$ cat config.mk
export PLATFORM = sky130hd
export DESIGN_NAME = contador_palabras
export DESIGN_NICKNAME = d
export VERILOG_FILES = /design/src/rtl/contador_palabras_pkg.sv /design/src/rtl/contador_unidad.sv /design/src/rtl/contador_palabras.sv
export SDC_FILE = /design/constraint.sdc
export NUM_CORES = 1
export LEC_CHECK = 0
export CORE_MARGIN = 4
export CORE_UTILIZATION = 65
export CTS_BUF_LIST = sky130_fd_sc_hd__clkbuf_8
export DETAILED_ROUTE_END_ITERATION = 12
export DONT_BUFFER_PORTS = 1
export HOLD_SLACK_MARGIN = 0.08
export PLACE_DENSITY = 0.81
export SLEW_MARGIN = 10
export SYNTH_ARGS = -nofsm -noshare
export SYNTH_HDL_FRONTEND = slang
export SYNTH_SLANG_ARGS = --single-unit
export TNS_END_PERCENT = 30
$ cat constraint.sdc
create_clock -name clk -period 2.7 [get_ports clk]
set_clock_uncertainty 0.15 [all_clocks]
set_input_delay 0.54 -clock clk [delete_from_list [all_inputs] [get_ports clk]]
set_output_delay 0.54 -clock clk [all_outputs]
set_load 0.02 [all_outputs]
$ cat src/rtl/contador_palabras_pkg.sv
// Shared constants and FSM encoding for the output-FIFO word-count monitor.
package contador_palabras_pkg;

  localparam int unsigned CNT_W     = 5;
  localparam int unsigned NUM_FIFOS = 4;

  // Counter index that selects the all-FIFO total.
  localparam logic [2:0] IDX_TOTAL = 3'd4;

  typedef enum logic {
    COUNT = 1'b0,
    READ  = 1'b1
  } state_t;

endpackage

$ cat src/rtl/contador_unidad.sv
// Single wrap-around word counter with a small unsigned increment per cycle.
module contador_unidad #(
  parameter int unsigned CNT_W = 5
) (
  input  logic             clk,
  input  logic             reset,
  input  logic [2:0]       inc,
  output logic [CNT_W-1:0] cnt
);

  logic [CNT_W-1:0] cnt_q;

  // Plain modular add: wraps to zero instead of saturating.
  always_ff @(posedge clk) begin
    if (reset) begin
      cnt_q <= '0;
    end else begin
      cnt_q <= cnt_q + CNT_W'(inc);
    end
  end

  assign cnt = cnt_q;

endmodule

$ cat src/rtl/contador_palabras.sv
// Counts words popped from each output FIFO plus a running total, and returns
// one selected counter per request while the main FSM is idle.
module contador_palabras #(
  parameter int unsigned CNT_W     = contador_palabras_pkg::CNT_W,
  parameter int unsigned NUM_FIFOS = contador_palabras_pkg::NUM_FIFOS
) (
  input  logic             clk,
  input  logic             reset,
  input  logic             pop_0,
  input  logic             pop_1,
  input  logic             pop_2,
  input  logic             pop_3,
  input  logic             empty_0,
  input  logic             empty_1,
  input  logic             empty_2,
  input  logic             empty_3,
  input  logic             idle,
  input  logic             req,
  input  logic [2:0]       idx,
  output logic [CNT_W-1:0] contador,
  output logic             valid
);

  import contador_palabras_pkg::*;

  logic [NUM_FIFOS-1:0] pops;
  logic [NUM_FIFOS-1:0] empties;
  logic [NUM_FIFOS-1:0] inc;
  logic [2:0]           inc_sum;
  logic [CNT_W-1:0]     cnt [NUM_FIFOS+1];
  logic [CNT_W-1:0]     sel;
  logic                 hit;

  state_t           state_q, state_d;
  logic [CNT_W-1:0] contador_q, contador_d;
  logic             valid_q, valid_d;

  assign pops    = {pop_3, pop_2, pop_1, pop_0};
  assign empties = {empty_3, empty_2, empty_1, empty_0};

  // A pop on an empty FIFO moves no data, so it is not a word.
  assign inc = pops & ~empties;

  always_comb begin
    inc_sum = '0;
    for (int i = 0; i < NUM_FIFOS; i++) begin
      inc_sum = inc_sum + {2'b00, inc[i]};
    end
  end

  for (genvar g = 0; g < NUM_FIFOS; g++) begin : g_fifo_cnt
    contador_unidad #(
      .CNT_W (CNT_W)
    ) u_cnt (
      .clk   (clk),
      .reset (reset),
      .inc   ({2'b00, inc[g]}),
      .cnt   (cnt[g])
    );
  end

  contador_unidad #(
    .CNT_W (CNT_W)
  ) u_cnt_total (
    .clk   (clk),
    .reset (reset),
    .inc   (inc_sum),
    .cnt   (cnt[NUM_FIFOS])
  );

  // Counter outputs are register values, so this returns the pre-increment count.
  always_comb begin
    sel = '0;
    for (int i = 0; i <= NUM_FIFOS; i++) begin
      if (idx == 3'(i)) begin
        sel = cnt[i];
      end
    end
  end

  assign hit = req & idle & (idx <= IDX_TOTAL);

  always_comb begin
    state_d    = state_q;
    contador_d = contador_q;
    valid_d    = 1'b0;
    unique case (state_q)
      COUNT: begin
        if (hit) begin
          state_d    = READ;
          contador_d = sel;
          valid_d    = 1'b1;
        end
      end
      READ: begin
        if (hit) begin
          contador_d = sel;
          valid_d    = 1'b1;
        end else begin
          state_d = COUNT;
        end
      end
      default: state_d = COUNT;
    endcase
  end

  always_ff @(posedge clk) begin
    if (reset) begin
      state_q    <= COUNT;
      contador_q <= '0;
      valid_q    <= 1'b0;
    end else begin
      state_q    <= state_d;
      contador_q <= contador_d;
      valid_q    <= valid_d;
    end
  end

  assign contador = contador_q;
  assign valid    = valid_q;

endmodule

==> out/metrics.cfg <==
[run_status]
outcome = finished clean

[clocking]
clk_path_buf_depth = 2
cts_resized = 0
cts_buffers = 5
worstSkewPairLatency_ps = 280
htree_levels = 2
cts_num_sinks = 31
tritoncts = done
hold_buffers = 0
post-cts-setup-buffers = 0
clkTransAtPathRegs_ps = 60
root_buffer = clkbuf_8

[yosys]
yosys-top-cells-area = dfxtp_1 (42%), ha_1 (7.6%), nand3_1 (6.4%), nor2b_1 (5.9%), xor2_1 (5.9%)
synth_cell_type_count = 22
syn_nets = 184
synth_top_cell_by_area = dfxtp_1
synth_seq_area_share_pct = 41.86
yosysWarnings = 0
ys_ff_latch = 31
syn_inst = 157
synth_top_area_share_pct = 41.86
syn_area_per_cell_um2 = 9.444
synth_area_um2 = 1483

[placed_design]
gp_congestion = 0.8841
hpwl_mm = 2.006
portBuffers = 0

[worst_setup_path]
path_class = in2reg
worst_ep_required_time_ps = 2730
end_kind = flop
cp_max_fo = 2
arrival_ps = 2280
critical_path.startpoint_type = input port

[drt]
drcViolationCount = 0
wire_per_inst_um = 14.19
wl_mm = 2.667
antenna_left = 0
dr.pass1.iters = 4
via_count = 1050
vias_per_cell = 5.585
dr.first_iter.drc_count = 25

[die]
rows = 17
die_h_um = 55.76
start_util_pct = 67.68
io_pins = 21
dieArea_um2 = 3109
die_w_um = 55.76
coreArea_um2 = 2191

[power_and_ir_drop]
pwr-share-clk_pct = 40.5
p_total_mw = 0.9744
power_density_nw_per_um2 = 613.2
p_sw_share_pct = 23.00
pwr-share-comb_pct = 8.4
p_leak_nw = 0.6768
p_int_mw = 0.7503
pwr-share-seq_pct = 51.1
vdd_drop_max_mv = 0.4674
p_sw_mw = 0.2242

[global_route]
grt_pass1_wl_mm = 4.761
gr-usage-all-layers_pct = 19.77
grt_overflow_total = 0
grt_max_degree = 28
antenna_found_initial = 0
grt_pass1_vias = 1048

[final_layout]
drive_above_1_share_pct = 8.750
nets = 186
final_cell_mix = dfxtp_1 (31), nand3_1 (19), nor2_1 (17), nor2b_1 (14)
antenna_cells = 0
area_growth_pct = 7.173
n_fill_cell = 158
layout_commonest_cell = dfxtp_1
seq_area_um2 = 620.6
multi_input_area_um2 = 807.0

[timing]
worst_pin_slew_ps = 311.2
setup_viol = 0
holdWs_ps = 171.5
slew_viol_final = 0
period_minus_slack_ps = 2252
fin_setup_tns_ps = 0
max_freq_mhz = 444.1
finalHoldViolations = 0
slew_headroom_pct = 79.21
fin_crit_sh_pct = 83.40
rsz0062_at_grt = false

[flow_run]
max-cap-violations = 0

[min_path]
hold_path.class = in2reg

[synth_stat cells, drive strengths merged]
cell and n:
a21oi 5, a22o 5, a31oi 1, buf 5
dfxtp 31, fa 3, ha 9, inv 7
mux2 5, nand2 10, nand2b 2, nand3 19
nand3b 1, nor2 18, nor2b 14, o21ai 7
xnor2 5, xor2 10
[through the flow]
step	setup slack (ps)	cell area, µm²	utilization [%]	std cells
2_1_floorplan	239.9	1483	-	157
3_3_place_gp	200.4	1489	67.96	180
3_5_place_dp	145.4	1489	67.96	180
4_1_cts	442.8	1589	72.53	188
5_1_grt	322.8	1589	72.53	188
6_report	448.3	1589	72.53	188
[registers in the layout, summed over array words and instances, names as in the netlist]
signal and flops:
contador 5, g_fifo_cnt.u_cnt.cnt 20, u_cnt_total.cnt 5, valid 1
[area by class of cell]
type / count / area share [%]
sequential: 31 / 39.06
clock buffer: 7 / 6.063
inverter: 7 / 1.654
clock inverter: 1 / 0.2362
multi-input combinational: 114 / 50.79
tap: 28 / 2.205
[critical path: stages]
cell and delay, ps:
nor2b_1 170, inv_1 70, fa_1 510, fa_1 200
inv_1 60, fa_1 400, nand3_1 110, xor2_1 160
nor2_1 60
[power by group through the flow]
stage | Sequential, mW | Clock, mW | Combinational [mW]
6_report | 0.498 | 0.395 | 0.0820
5_1_grt | 0.502 | 0.424 | 0.0974
4_1_cts | 0.498 | 0.396 | 0.0837
3_5_place_dp | 0.508 | 0 | 0.0831
3_3_place_gp | 0.507 | 0 | 0.0755
2_1_floorplan | 0.503 | 0 | 0.0782
[kinds of logic after synthesis]
| family | count (synthesis) | share of synthesized area (%) |
|---|---|---|
| AOI/OAI and AO/OA | 18 | 7.847 |
| xor gates and xnor gates | 15 | 8.860 |
| adders and majority gates | 12 | 11.65 |
| buffers and inverters | 12 | 3.714 |
| DFF | 31 | 41.86 |
| muxes | 5 | 4.810 |
| and+or+nand+nor | 64 | 21.27 |
[worst paths after layout]
| path | startpoint | end | slack [ps] | cells after the start |
|---|---|---|---|---|
| setup reg to reg | u_cnt_total.cnt[0] | u_cnt_total.cnt[1] | 1000 | 5 |
| setup / recovery | pop_3 | u_cnt_total.cnt[4] | 450 | 9 |
| hold / removal | reset | g_fifo_cnt[3].u_cnt.cnt[0] | 170 | 1 |
| hold reg to reg | g_fifo_cnt[3].u_cnt.cnt[4] | g_fifo_cnt[3].u_cnt.cnt[4] | 370 | 2 |
[layer usage]
metal	part of all wire, %	vias up	wire [µm]	track usage [%]
li1	-	523	-	-
met1	42	476	1109	22.40
met2	48	42	1292	31.42
met3	6.9	9	185	7.425
met4	3.0	0	80	11.81
met5	0	-	0	0
(Power assumes the default switching activity.)
